$ cat config.mk
export PLATFORM = sky130hd
export DESIGN_NAME = mem_stream_reader
export DESIGN_NICKNAME = d
export VERILOG_FILES = /design/src/rtl/mem_stream_reader_pkg.sv /design/src/rtl/mem_stream_reader_rd_skid_fifo.sv /design/src/rtl/mem_stream_reader.sv
export SDC_FILE = /design/constraint.sdc
export NUM_CORES = 1
export LEC_CHECK = 0
export CORE_MARGIN = 5
export CORE_UTILIZATION = 41
export CTS_BUF_LIST = sky130_fd_sc_hd__clkbuf_4
export CTS_CLUSTER_SIZE = 25
export DETAILED_ROUTE_END_ITERATION = 16
export PLACE_DENSITY = 0.67
export SYNTH_ARGS = -nofsm -noshare
export SYNTH_HDL_FRONTEND = slang
export SYNTH_SLANG_ARGS = --single-unit
$ cat constraint.sdc
create_clock -name clock -period 4.9 [get_ports clock]
set_input_delay 0.98 -clock clock [delete_from_list [all_inputs] [get_ports clock]]
set_output_delay 0.98 -clock clock [all_outputs]
set_load 0.01 [all_outputs]
$ cat src/rtl/mem_stream_reader_pkg.sv
// Shared constants and FSM encoding for the memory stream reader.
package mem_stream_reader_pkg;

    localparam logic [1:0]  ACC_WORD       = 2'b00;
    localparam logic [1:0]  ACC_HALF       = 2'b01;
    localparam logic [1:0]  ACC_BYTE       = 2'b10;
    localparam logic [31:0] MEM_START_ADDR = 32'h8002_0000;

    typedef enum logic [1:0] {
        ST_IDLE   = 2'd0,
        ST_ISSUE  = 2'd1,
        ST_DRAIN  = 2'd2,
        ST_FINISH = 2'd3
    } rd_state_t;

    function automatic logic is_word_aligned(input logic [1:0] low_bits);
        return low_bits == 2'b00;
    endfunction

endpackage

$ cat src/rtl/mem_stream_reader_rd_skid_fifo.sv
// Small return buffer for read data plus its address; supports push and pop
// in the same cycle, including when full.
module rd_skid_fifo #(
    parameter int DEPTH = 2,
    parameter int WIDTH = 64,
    parameter int OCC_W = $clog2(DEPTH + 1)
) (
    input  logic             clock,
    input  logic             reset_n,
    input  logic             push,
    input  logic [WIDTH-1:0] push_data,
    input  logic             pop,
    output logic [WIDTH-1:0] head_data,
    output logic [OCC_W-1:0] count,
    output logic             empty
);

    localparam int               PTR_W    = (DEPTH > 1) ? $clog2(DEPTH) : 1;
    localparam logic [PTR_W-1:0] LAST_PTR = PTR_W'(DEPTH - 1);
    localparam logic [OCC_W-1:0] FULL_CNT = OCC_W'(DEPTH);

    logic [WIDTH-1:0] store [DEPTH];
    logic [PTR_W-1:0] wr_ptr;
    logic [PTR_W-1:0] rd_ptr;
    logic             full;
    logic             push_ok;
    logic             pop_ok;

    function automatic logic [PTR_W-1:0] ptr_inc(input logic [PTR_W-1:0] p);
        return (p == LAST_PTR) ? '0 : p + PTR_W'(1);
    endfunction

    assign empty     = (count == '0);
    assign full      = (count == FULL_CNT);
    assign pop_ok    = pop && !empty;
    assign push_ok   = push && (!full || pop_ok);
    assign head_data = store[rd_ptr];

    always_ff @(posedge clock or negedge reset_n) begin
        if (!reset_n) begin
            for (int i = 0; i < DEPTH; i++) begin
                store[i] <= '0;
            end
            wr_ptr <= '0;
            rd_ptr <= '0;
            count  <= '0;
        end else begin
            if (push_ok) begin
                store[wr_ptr] <= push_data;
                wr_ptr        <= ptr_inc(wr_ptr);
            end
            if (pop_ok) begin
                rd_ptr <= ptr_inc(rd_ptr);
            end
            case ({push_ok, pop_ok})
                2'b10:   count <= count + OCC_W'(1);
                2'b01:   count <= count - OCC_W'(1);
                default: count <= count;
            endcase
        end
    end

endmodule

$ cat src/rtl/mem_stream_reader.sv
// Walks a word range of mainMem and streams each word (with its byte address)
// out on a valid/ready interface. Read-only towards memory.
//
//   state  | meaning
//   IDLE   | waiting for start
//   ISSUE  | issuing reads while return-buffer credits allow
//   DRAIN  | all reads issued; waiting for returns and buffer to empty
//   FINISH | one-cycle done pulse
module mem_stream_reader
    import mem_stream_reader_pkg::*;
#(
    parameter int ADDR_W     = 32,
    parameter int DATA_W     = 32,
    parameter int CNT_W      = 16,
    parameter int FIFO_DEPTH = 2
) (
    input  logic              clock,
    input  logic              reset_n,
    input  logic              start,
    input  logic [ADDR_W-1:0] base_addr,
    input  logic [CNT_W-1:0]  word_count,
    output logic [ADDR_W-1:0] mem_addr,
    output logic [DATA_W-1:0] mem_data_in,
    output logic              mem_wren,
    output logic              mem_enable,
    output logic [1:0]        mem_acc_size,
    input  logic [DATA_W-1:0] mem_data_out,
    input  logic              mem_busy,
    output logic              out_valid,
    input  logic              out_ready,
    output logic [DATA_W-1:0] out_data,
    output logic [ADDR_W-1:0] out_addr,
    output logic              busy,
    output logic              done,
    output logic              err_align
);

    localparam int                OCC_W      = $clog2(FIFO_DEPTH + 1);
    localparam logic [OCC_W:0]    DEPTH_L    = (OCC_W + 1)'(FIFO_DEPTH);
    localparam logic [ADDR_W-1:0] WORD_BYTES = ADDR_W'(4);

    rd_state_t          state;
    rd_state_t          state_n;
    logic [ADDR_W-1:0]  cur_addr;
    logic [ADDR_W-1:0]  ret_addr;
    logic [CNT_W-1:0]   remaining;
    logic               ret_valid;
    logic               misaligned;
    logic               issue;
    logic               accept;
    logic               pop;
    logic [OCC_W-1:0]   fifo_count;
    logic               fifo_empty;
    logic [OCC_W:0]     credit_used;

    // Bits [1:0] here are bits [30:31] in mainMem's MSB-first numbering.
    assign misaligned = !is_word_aligned(base_addr[1:0]);

    // The same-cycle pop frees a slot, which keeps one word per cycle flowing
    // with a two-entry buffer and single-cycle read latency.
    assign credit_used = {1'b0, fifo_count} + (OCC_W + 1)'(ret_valid) - (OCC_W + 1)'(pop);
    assign issue       = (state == ST_ISSUE) && (remaining != '0) && (credit_used < DEPTH_L);
    assign accept      = issue && !mem_busy;

    assign out_valid    = !fifo_empty;
    assign pop          = out_valid && out_ready;
    assign mem_enable   = issue;
    assign mem_addr     = cur_addr;
    assign mem_data_in  = '0;
    assign mem_wren     = 1'b0;
    assign mem_acc_size = ACC_WORD;
    assign busy         = (state == ST_ISSUE) || (state == ST_DRAIN);
    assign done         = (state == ST_FINISH);

    always_ff @(posedge clock or negedge reset_n) begin
        if (!reset_n) begin
            state <= ST_IDLE;
        end else begin
            state <= state_n;
        end
    end

    always_comb begin
        state_n = state;
        case (state)
            ST_IDLE: begin
                if (start && !misaligned) begin
                    state_n = (word_count == '0) ? ST_FINISH : ST_ISSUE;
                end
            end
            ST_ISSUE: begin
                if (accept && remaining == CNT_W'(1)) begin
                    state_n = ST_DRAIN;
                end
            end
            ST_DRAIN: begin
                if (!ret_valid && fifo_count == OCC_W'(pop)) begin
                    state_n = ST_FINISH;
                end
            end
            ST_FINISH: state_n = ST_IDLE;
            default:   state_n = ST_IDLE;
        endcase
    end

    always_ff @(posedge clock or negedge reset_n) begin
        if (!reset_n) begin
            cur_addr  <= '0;
            remaining <= '0;
            err_align <= 1'b0;
            ret_valid <= 1'b0;
            ret_addr  <= '0;
        end else begin
            ret_valid <= accept;
            if (accept) begin
                ret_addr  <= cur_addr;
                cur_addr  <= cur_addr + WORD_BYTES;
                remaining <= remaining - CNT_W'(1);
            end else if (state == ST_IDLE && start) begin
                err_align <= misaligned;
                if (!misaligned) begin
                    cur_addr  <= base_addr;
                    remaining <= word_count;
                end
            end
        end
    end

    rd_skid_fifo #(
        .DEPTH (FIFO_DEPTH),
        .WIDTH (ADDR_W + DATA_W),
        .OCC_W (OCC_W)
    ) u_fifo (
        .clock     (clock),
        .reset_n   (reset_n),
        .push      (ret_valid),
        .push_data ({ret_addr, mem_data_out}),
        .pop       (pop),
        .head_data ({out_addr, out_data}),
        .count     (fifo_count),
        .empty     (fifo_empty)
    );

endmodule
==> results.sh, run 1 <==
export IMPL_cts_sinks=216
export IMPL_p_total_mw=7.99
export IMPL_first_pass_iters=5
export IMPL_clock_fmax_mhz=216
export IMPL_r2r_start="u_fifo.count[1]"
export IMPL_clk_path_buf_depth=3
export IMPL_grt_pass1_vias=7897
export IMPL_yosys_area_top_type="dfrtp_1"
export IMPL_synth_top_area_share_pct=52.9
export IMPL_grt_overflow_total=0
export IMPL_cts_buffers=58
export IMPL_fillCellCount=2231
export IMPL_multiInputGateArea_sq_mm=0.00446
export IMPL_dp_hpwl_microns=17900
export IMPL_relSlewSlack_pct=26.1
export IMPL_grt_util_met2_pct=29.5
export IMPL_endpoint_kind="output port"
export IMPL_viasPerCell=5.19
export IMPL_wl_microns=26300
export IMPL_async_flop_share_pct=100
export IMPL_synth_edf_count=0
export IMPL_row_count=57
export IMPL_areaGrowthSynthToFinish_pct=28.2
export IMPL_setup_violations=0
export IMPL_register_area_sq_mm=0.00541
export IMPL_gp_congestion=0.916
export IMPL_busiest_layer="met2"
export IMPL_hold_violations=0
export IMPL_p_leak_nw=5.86
export IMPL_ioPinCount=221
export IMPL_synthCells=874
export IMPL_peakVddDrop_v=0.000289
export IMPL_maxCapViolCount=0
export IMPL_cts_resized=0
export IMPL_tns_ns=0
export IMPL_drc=0
export IMPL_cts_clk_slew_worst_paths_ns=0.07
export IMPL_wl_per_cell_microns=18.0
export IMPL_status="complete, no violations"
export IMPL_ys_seq_area_share_pct=52.9
export IMPL_hold_buffers=0
export IMPL_grtUsageMet3_pct=5.51
export IMPL_yosysWarningCount=0
export IMPL_grt_util_met1_pct=24.8
export IMPL_drt_initial_drc_count=467
export IMPL_port_buffers=185
export IMPL_hp_class="input port to asynchronous set/reset pin"
export IMPL_maxSlewViolCount=0
export IMPL_synthesis_area_sq_mm=0.0102
export IMPL_critPathRequiredTime_ns=3.92
export IMPL_grt_antenna_before_repair=1
export IMPL_ys_ff_latch=216
export IMPL_vias=7595
export IMPL_core_sq_mm=0.0244
export IMPL_yosysMostFrequentCell="dfrtp_1"
export IMPL_clock_skew_ns=0.0263
export IMPL_rsz0062_at_grt="no"
export IMPL_crit_start="u_fifo.count[1]"
export IMPL_clock_latency_ns=0.67
export IMPL_period_needed_ns=4.62
export IMPL_tritoncts="yes"
export IMPL_drtAntennaViolNets=0
export IMPL_htreeDepth=2
export IMPL_initial_core_util_pct=41.9
export IMPL_synth_cell_types=57
export IMPL_grt_start_max_net_pins=122
export IMPL_worstMarginPinSlew_ns=1.11
export IMPL_cp_arrival_ns=3.64
export IMPL_nNetsFinal=1190
export IMPL_die_x_microns=168
export IMPL_avgSynthCellArea_sq_um=11.7
export IMPL_die_area_sq_mm=0.0282
export IMPL_power_density_mw_per_mm2=610
export IMPL_grt_pass1_wl_microns=42500
export IMPL_netlist_top_cells_area="dfrtp_1 53%, mux2_2 21%, nand2_1 4.0%"
export IMPL_cts_root_buf="clkbuf_4"
export IMPL_synthTopCellsByCount="216 x dfrtp_1, 193 x mux2_2, 108 x nand2_1, 35 x buf_4, 34 x nor2_1"
export IMPL_path_class="register to output port"
export IMPL_period_share_pct=94.3
export IMPL_die_h_microns=168
export IMPL_startpoint_type="register"
export IMPL_synth_top_flop_cell="dfrtp_1"
export IMPL_post_cts_buffers=0
export IMPL_layout_drive_gt1_share_pct=28.8
export IMPL_grt_total_usage_pct=18.5
export IMPL_critPathMaxFanout=6
-- worst max-delay path, cell delays in order, from the launching register on --
cell and delay (ns):
dfrtp_1 0.46, or2_2 0.33, and2_1 0.21, ha_1 0.29, nand2b_1 0.15, fa_1 0.38, xor2_1 0.19, nand3b_1 0.22
nor2_1 0.17, clkdlybuf4s50_1 0.57
-- layout by cell type, fill, tap and decap left out, drive strengths merged, types with 3 or more instances in the layout --
master,instances
dfrtp,216
mux2,193
clkdlybuf4s50,184
nand2,108
clkbuf,89
conb,35
nor2,34
o21ai,24
nand3,22
a21oi,22
buf,22
a211oi,18
inv,15
clkinv,15
nand4,14
nor3,13
nor4,11
ha,10
and3,8
o211ai,8
o221a,7
a221o,6
and4,6
and2,6
a22oi,5
xor2,4
or4,4
o22ai,4
a311oi,4
xnor2,3
or2,3
-- cells by family after synthesis --
family	after synthesis	synth area share, %
and+or+nand+nor	239	11.2
DFF	216	52.9
muxes	195	21.5
AOI/OAI and AO/OA	110	7.45
buffers and inverters	95	4.90
adders and majority gates	11	1.42
xor gates and xnor gates	7	0.600
other	1	0.0367
-- final timing paths --
path,end,slack (ns),cells past startpoint
min reg2reg,ret_addr[21],0.49,2
min,remaining[9],0.39,1
max reg2reg,mem_addr[7],1.17,11
max in group asynchronous,ret_addr[2],3.45,2
min in group clock,ret_addr[21],0.49,2
max,mem_enable,0.28,9
-- registers in the layout (all words and copies together), names as in the netlist, 2 cells and up --
name / cells
mem_addr: 32
remaining: 16
ret_addr: 32
u_fifo.store: 128
state: 2
u_fifo.count: 2
-- power by group --
group | switching [mW] | leakage [nW] | internal (mW) | total [mW]
logic | 1.32 | 2.72 | 1.88 | 3.20
registers | 0.703 | 2.69 | 2.53 | 3.23
clock network | 0.732 | 0.445 | 0.825 | 1.56
total | 2.75 | 5.86 | 5.23 | 7.99
-- area by class of cell --
class	instances	share of cell area [%]
antenna	1	0.0191
clock buffer	89	5.10
clock inverter	16	0.525
inverter	15	0.430
multi-input combinational	597	34.1
sequential	216	41.3
tap	324	3.09
timing repair buffer	206	15.5
-- stage by stage --
| stage | cell area (sq um) | setup slack [ns] | cells | hold WS, ns | utilization [%] |
|---|---|---|---|---|---|
| finish | 13100 | 0.280 | 1464 | 0.391 | 53.7 |
| floorplan | 10300 | 1.25 | 908 | 0.458 | - |
| CTS | 13100 | 0.228 | 1463 | 0.390 | 53.7 |
| global placement | 12400 | 0.308 | 1358 | 0.479 | 50.7 |
| detailed placement | 12400 | 0.355 | 1358 | 0.472 | 50.7 |
| global route | 13100 | 0.106 | 1464 | 0.420 | 53.7 |
-- layer usage --
metal,vias up,wire [microns]
met2,291,12200
met3,54,2140
met1,3688,11400
met5,-,0
li1,3562,-
met4,0,528
(Power assumes the default switching activity.)
==> run 2: changes to the inputs <==
--- a/config.mk
+++ b/config.mk
@@ -11,6 +11,7 @@
 export CTS_CLUSTER_SIZE = 25
 export DETAILED_ROUTE_END_ITERATION = 16
 export PLACE_DENSITY = 0.67
+export SLEW_MARGIN = 10
 export SYNTH_ARGS = -nofsm -noshare
 export SYNTH_HDL_FRONTEND = slang
 export SYNTH_SLANG_ARGS = --single-unit
==> results of run 2 <==
No change in the layout: final DEF, timing and power equal those of run 1.
==> run 3: changes to the inputs <==
--- a/config.mk
+++ b/config.mk
@@ -10,7 +10,7 @@
 export CTS_BUF_LIST = sky130_fd_sc_hd__clkbuf_4
 export CTS_CLUSTER_SIZE = 25
 export DETAILED_ROUTE_END_ITERATION = 16
-export PLACE_DENSITY = 0.67
+export DONT_BUFFER_PORTS = 1
 export SLEW_MARGIN = 10
 export SYNTH_ARGS = -nofsm -noshare
 export SYNTH_HDL_FRONTEND = slang
==> results.sh, run 3 (same netlist as run 1, synthesis figures left out) <==
export IMPL_wl_microns=25200
export IMPL_critPathMaxFanout=6
export IMPL_seqPwrFrac_pct=47.0
export IMPL_cts_sinks=216
export IMPL_clock_skew_ns=0.0185
export IMPL_grt_pass1_vias=7026
export IMPL_rsz0062_at_grt="no"
export IMPL_vias=6842
export IMPL_cts_root_buf="clkbuf_4"
export IMPL_final_common_cell="dfrtp_1"
export IMPL_critPathBufInv=0
export IMPL_maxCapViolCount=0
export IMPL_initial_core_util_pct=41.9
export IMPL_tritoncts="yes"
export IMPL_viasPerCell=5.40
export IMPL_cts_buffers=58
export IMPL_htreeDepth=2
export IMPL_relSlewSlack_pct=28.9
export IMPL_pwr_share_comb_pct=31.1
export IMPL_grt_start_max_net_pins=217
export IMPL_clk_path_buf_depth=3
export IMPL_peakVddDrop_v=0.000265
export IMPL_drtAntennaViolNets=0
export IMPL_gp_congestion=0.857
export IMPL_startpoint_type="register"
export IMPL_p_leak_nw=5.10
export IMPL_die_area_sq_mm=0.0282
export IMPL_hp_class="input port to asynchronous set/reset pin"
export IMPL_port_buffers=0
export IMPL_regMostFlops="u_fifo.store"
export IMPL_endpoint_kind="output port"
export IMPL_period_share_pct=86.7
export IMPL_setup_violations=0
export IMPL_layout_drive_gt1_share_pct=33.5
export IMPL_core_sq_mm=0.0244
export IMPL_clock_latency_ns=0.67
export IMPL_fin_cells=1266
export IMPL_grt_pass1_wl_microns=39700
export IMPL_drt_initial_drc_count=373
export IMPL_cts_resized=0
export IMPL_ioPinCount=221
export IMPL_row_count=57
export IMPL_cp_arrival_ns=3.27
export IMPL_crit_chain="or2_2, and2_1, ha_1, nand2b_1, fa_1, xor2_1, nand3b_1, nor2_1"
export IMPL_first_pass_iters=5
export IMPL_maxSlewViolCount=0
export IMPL_cpMaxStageDelayCell="dfrtp_1"
export IMPL_status="complete, no violations"
export IMPL_nNetsFinal=996
export IMPL_worstMarginPinSlew_ns=1.07
export IMPL_power_density_mw_per_mm2=629
export IMPL_sw_frac_of_total_pct=36.7
export IMPL_grt_total_usage_pct=17.4
export IMPL_drc=0
export IMPL_period_needed_ns=4.25
export IMPL_clock_fmax_mhz=235
export IMPL_cp_slowest_stage_delay_ns=0.46
export IMPL_die_x_microns=168
export IMPL_hold_violations=0
export IMPL_dp_hpwl_microns=16800
export IMPL_die_h_microns=168
export IMPL_grt_antenna_before_repair=3
export IMPL_critPathTopFamily="simple AND/OR/NAND/NOR gates"
export IMPL_p_int_mw=4.46
export IMPL_p_sw_mw=2.59
export IMPL_critPathRequiredTime_ns=3.92
export IMPL_mostFrequentLayoutCells="215 x dfrtp_1, 193 x mux2_2, 107 x nand2_1"
export IMPL_post_cts_buffers=0
export IMPL_largest_register_ffs=128
export IMPL_tns_ns=0
export IMPL_cts_clk_slew_worst_paths_ns=0.06
export IMPL_grt_overflow_total=0
export IMPL_dp_cells=1162
export IMPL_clkPwrFrac_pct=21.8
export IMPL_wl_per_cell_microns=19.9
export IMPL_path_class="register to output port"
export IMPL_areaGrowthSynthToFinish_pct=9.71
==> run 3: cell count changes in the layout (fill, tap and decap cells not counted) <==
cell	delta
clkdlybuf4s50_1	-184
buf_4	-11
clkinv_2	-4
buf_16	+2
buf_8	-1
clkbuf_4	+1
clkinv_1	-1
o21ai_2	-1
o21ai_4	+1
==> run 3: final timing paths <==
path / depth (start not counted) / slack [ns] / from / to
worst max-delay path: 8 / 0.65 / u_fifo.count[1] / mem_enable
worst min-delay path: 1 / 0.19 / reset_n / ret_addr[26]
worst max register to register: 11 / 0.85 / u_fifo.count[1] / remaining[14]
worst min register to register: 2 / 0.49 / ret_addr[17] / ret_addr[17]
max in group asynchronous: 1 / 4.00 / reset_n / u_fifo.store[31]
min in group clock: 2 / 0.45 / base_addr[19] / mem_addr[19]
==> run 3: worst reg2reg max path: cells and delay by family, from the launching register on <==
| family | cells | cell delay, ns |
|---|---|---|
| fa+ha+maj | 2 | 0.66 |
| flops | 1 | 0.46 |
| compound gates | 1 | 0.25 |
| buf+inv | 1 | 0.75 |
| xor+xnor | 1 | 0.23 |
| simple gates | 6 | 1.60 |
==> run 3: routing by layer <==
metal / track usage (%) / routed length [microns]
met5: 0 / 34
met2: 27.4 / 11600
met3: 7.15 / 2600
met1: 22.1 / 10300
met4: 5.72 / 601
==> run 3: area by class of cell <==
class	count	area, sq um
Sequential cell	216	5410
Timing Repair Buffer	12	143
Inverter	15	56.3
Clock buffer	90	676
Clock inverter	11	45.0
Fill cell	2289	13200
Tap cell	324	405
Antenna cell	1	2.50
Multi-Input combinational cell	597	4470
==> run 3: power by group through the flow <==
stage / sequential (mW) / combinational (mW) / clock, mW
floorplan: 2.99 / 1.93 / 0
global placement: 3.34 / 2.14 / 0
detailed placement: 3.37 / 2.17 / 0
CTS: 3.34 / 2.19 / 1.61
global route: 3.44 / 2.44 / 1.72
finish: 3.31 / 2.19 / 1.54
==> run 3: metrics by stage <==
stage	total power [mW]	setup WS [ns]	hold WS (ns)	area (sq um)	utilization (%)
global route	7.59	0.488	0.186	11200	45.9
detailed placement	5.54	0.694	0.486	10400	42.8
global placement	5.48	0.779	0.481	10400	42.8
CTS	7.14	0.611	-0.0579	11100	45.7
finish	7.04	0.652	0.188	11200	45.9
floorplan	4.92	1.25	0.458	10300	-
==> variant 1 (config.mk and constraints of run 3) <==
The 4 states of `rd_state_t` get a one-hot encoding in 4 bits.
--- a/src/rtl/mem_stream_reader_pkg.sv
+++ b/src/rtl/mem_stream_reader_pkg.sv
@@ -6,11 +6,11 @@
     localparam logic [1:0]  ACC_BYTE       = 2'b10;
     localparam logic [31:0] MEM_START_ADDR = 32'h8002_0000;
 
-    typedef enum logic [1:0] {
-        ST_IDLE   = 2'd0,
-        ST_ISSUE  = 2'd1,
-        ST_DRAIN  = 2'd2,
-        ST_FINISH = 2'd3
+    typedef enum logic [3:0] {
+        ST_IDLE   = 4'b0001,
+        ST_ISSUE  = 4'b0010,
+        ST_DRAIN  = 4'b0100,
+        ST_FINISH = 4'b1000
     } rd_state_t;
 
     function automatic logic is_word_aligned(input logic [1:0] low_bits);
Behaviour: no difference found for any inputs over 4 cycles, from zero or initial values and one cycle with reset_n low; so few cycles prove little.
==> variant 1 against run 3 <==
Sequential cell count increased by 2; critical path depth unchanged; global-route usage increased by 0.27 points; via count increased by 0.70%; non-clock buffer count decreased by 1; wire length increased by 0.28%; total power decreased by 17%; worst setup slack improved by 54 ps; area after synthesis increased by 0.91%; synthesized cell count increased by 0.46%; cell area increased by 0.54%; critical path type unchanged; largest cell class unchanged.
==> variant 1: results (changes against run 3) <==
status complete, no violations (unchanged); CP max-delay cell fa_1 (was dfrtp_1); TritonRoute pass-1 iters 4 (was 5); leakage power 0.00532 uW (was 0.00510 uW); WP data arrival 3210 ps (was 3270 ps); Synth cell types 63 (was 57); r2r setup slk 1080 ps (was 850 ps); R2R cell count 12 (was 11); Total Nets Final 1001 (was 996); HPWL after detailed placement 16700 um (was 16800 um); vias in the first global route 7147 (was 7026); Worst Skew 20.0 ps (was 18.5 ps); top post-synthesis cells by count dfrtp_1, mux2_2, nand2_1, buf_4, nand3_1 (was dfrtp_1, mux2_2, nand2_1, buf_4, nor2_1); antenna violations before repair 1 (was 3); share of cells above drive strength 1 33.2% (was 33.5%); Least-Margin Pin Slew 952 ps (was 1070 ps); Synth area leaders dfrtp_1, mux2_2, nand2_1 (unchanged); WL final 25200 um (about the same); Seq/Total Area, Yosys 52.9% (about the same); slowest cell delay on critical path 490 ps (was 460 ps); pre-CTS setup slack 974 ps (was 694 ps); Root Driver clkbuf_4 (unchanged); Worst R2R End mem_addr[13]$_DFFE_PN0P_ (was remaining[14]$_DFFE_PN0P_); placed cell area 0.0105 sq mm (was 0.0104 sq mm); first-pass GRT wire length 40700 um (was 39700 um); CTS Buf Count 60 (was 58); largest net degree at the start of global routing 219 (was 217)
==> variant 1: area by class of cell <==
| cell class | instances | area (sq um) |
|---|---|---|
| fillers | 2362 | 13700 |
| flip-flops and latches | 218 | 5460 |
| multi-input cells | 602 | 4490 |
| clock buffers | 89 | 668 |
| well taps | 330 | 413 |
| repair buffers | 11 | 123 |
| inverters | 17 | 63.8 |
| clock inverters | 10 | 41.3 |
| diodes | 1 | 2.50 |
==> variant 1: stage by stage <==
stage	total power, uW	std cells
floorplan	3900	912
global placement	4300	1176
detailed placement	4340	1176
CTS	5940	1275
global route	6310	1278
finish	5870	1278
==> variant 1: logic make-up after synthesis <==
| family | Yosys count | synth area share [%] |
|---|---|---|
| other | 1 | 0.0364 |
| XOR/XNOR | 7 | 0.595 |
| multiplexers | 194 | 21.2 |
| AND/OR/NAND/NOR | 268 | 12.8 |
| buffers and inverters | 92 | 4.95 |
| flip-flops | 218 | 52.9 |
| AO/OA/AOI/OAI | 92 | 6.71 |
| adder cells (fa/ha/maj) | 6 | 0.801 |
==> variant 1: routing by layer <==
| metal | vias up | GRT usage, % | part of all wire [%] |
|---|---|---|---|
| met5 | - | 0 | 0 |
| met4 | 0 | 5.58 | 2.3 |
| met3 | 45 | 6.42 | 10 |
| met2 | 260 | 26.9 | 45 |
| met1 | 3367 | 23.8 | 42 |
| li1 | 3218 | - | - |
==> variant 1: power by group through the flow <==
stage | registers (uW) | logic [uW] | clock network [uW]
floorplan | 2730 | 1160 | 0
global placement | 3050 | 1240 | 0
detailed placement | 3080 | 1270 | 0
CTS | 3050 | 1280 | 1620
global route | 3130 | 1470 | 1720
finish | 3030 | 1300 | 1540
==> variant 2 (flow settings as in run 3) <==
Without the edit above. The parameter `DATA_W` goes from 32 to 24.
--- a/src/rtl/mem_stream_reader.sv
+++ b/src/rtl/mem_stream_reader.sv
@@ -10,7 +10,7 @@
     import mem_stream_reader_pkg::*;
 #(
     parameter int ADDR_W     = 32,
-    parameter int DATA_W     = 32,
+    parameter int DATA_W     = 24,
     parameter int CNT_W      = 16,
     parameter int FIFO_DEPTH = 2
 ) (
Interface: changed (resized mem_data_in, mem_data_out and out_data); port bits go from 221 to 197. No check against the original RTL was run, so the function may have changed too.
==> variant 2 against run 3 <==
Final cell count is 7.3% lower; total power is 7.5% lower; critical endpoint unchanged; critical path depth grew 1; area after synthesis fell by 4.2%; via count shrank 5.9%; first-iteration DRC count increased by 2.1%; worst setup slack got worse by 68 ps; register-to-register slack about the same; clock power decreased by 36%; wire length fell by 2.7%; cell area fell by 7.9%; sequential cell count shrank 16.
==> variant 2: results (changes against run 3) <==
highest routed layer met4 (was met5); HPWL after detailed placement 16800 um (about the same); Syn Inst Count 856 (was 874); Max H-tree Level 4 (was 2); worst IR drop on VDD 331 uV (was 265 uV); total track usage 18.0% (was 17.4%); CTS Buf Count 17 (was 58); critical path fanouts, max 9 (was 6); antenna violations before repair 1 (was 3); grt met2 use 28.0% (was 27.4%); total vias in the final route 6439 (was 6842); status complete, no violations (unchanged); fillers 2231 (was 2289); Post-Place Cells 1139 (was 1162); vias in the first global route 6507 (was 7026); combinational power 2450 uW (was 2190 uW); largest net degree at the start of global routing 133 (was 217); met1 Use GR 23.2% (was 22.1%); Tot Pwr 6520 uW (was 7040 uW); Synth cell types 73 (was 57); maximum clock path buffer count 2 (was 3); share of cells above drive strength 1 27.2% (was 33.5%); M3 GR Usage 6.81% (was 7.15%); P_sw 2680 uW (was 2590 uW); Synth area leaders dfrtp_1, mux2_2, nand2_1 (unchanged); max reg flops 112 (was 128); gpl congestion 0.823 (was 0.857); Total Nets Final 928 (was 996); part of the power in registers 47.4% (was 47.0%); Detail Route met2 WL 11200 um (was 11600 um); met3 WL post-DR 2220 um (was 2600 um); TritonRoute pass-1 iters 4 (was 5); placed cell area 0.00992 sq mm (was 0.0104 sq mm); Worst-Skew Late Latency 600 ps (was 670 ps); first-pass GRT wire length 37500 um (was 39700 um); Worst Skew 20.1 ps (was 18.5 ps); slew margin rel. 42.1% (was 28.9%); WL met1 10400 um (was 10300 um); WL/cell 20.9 um (was 19.9 um); DRT iter0 DRCs 381 (was 373); Port Buf Inserts 0 (unchanged); Via-to-Cell Ratio 5.48 (was 5.40)
[variant 2: cell count changes after synthesis, moves of 6 or more]
cell	before	now
buf_4	35	28
clkbuf_1	33	15
mux2_2	193	168
buf_2	9	22
nand4_1	14	8
o21ai_0	22	34
dfrtp_1	216	200
inv_1	14	21
[variant 2: cell type report]
cell class | count | area, sq um | area share [%]
antenna | 1 | 2.50 | 0.0242
multi-input combinational | 589 | 4370 | 42.3
tap | 319 | 399 | 3.87
sequential | 200 | 5010 | 48.5
clock buffer | 17 | 128 | 1.24
timing repair buffer | 11 | 115 | 1.12
inverter | 22 | 82.6 | 0.800
clock inverter | 15 | 219 | 2.12
[variant 2: final timing paths]
check / from / endpoint / slack, ps / depth (start not counted)
worst min-delay path: reset_n / u_fifo.store[86]$_DFFE_PN0P_ / 80 / 0
worst max register to register: u_fifo.count[1]$_DFFE_PN0P_ / mem_addr[23]$_DFFE_PN0P_ / 850 / 13
max in group asynchronous: reset_n / ret_addr[27]$_DFFE_PN0N_ / 4390 / 1
worst min register to register: u_fifo.store[27]$_DFFE_PN0P_ / u_fifo.store[27]$_DFFE_PN0P_ / 520 / 1
worst max-delay path: u_fifo.count[1]$_DFFE_PN0P_ / mem_enable / 580 / 9
min in group clock: out_ready / u_fifo.count[1]$_DFFE_PN0P_ / 460 / 1
[variant 2: critical path, cell delays in order, from the launching register on]
cell and delay, ps:
dfrtp_1 570, nor2_1 190, inv_1 110, and2_1 190, ha_1 280, nand2b_1 160
fa_1 480, xnor2_1 310, nand3_1 130, a21oi_1 320
[variant 2: kinds of logic after synthesis]
kind of cell,after synthesis,share of synthesized area (%)
compound gates,134,9.62
xor+xnor,5,0.639
fa+ha+maj,10,1.36
buf+inv,93,5.37
flops,200,51.1
mux,171,19.6
other cells,1,0.0383
simple gates,242,12.2
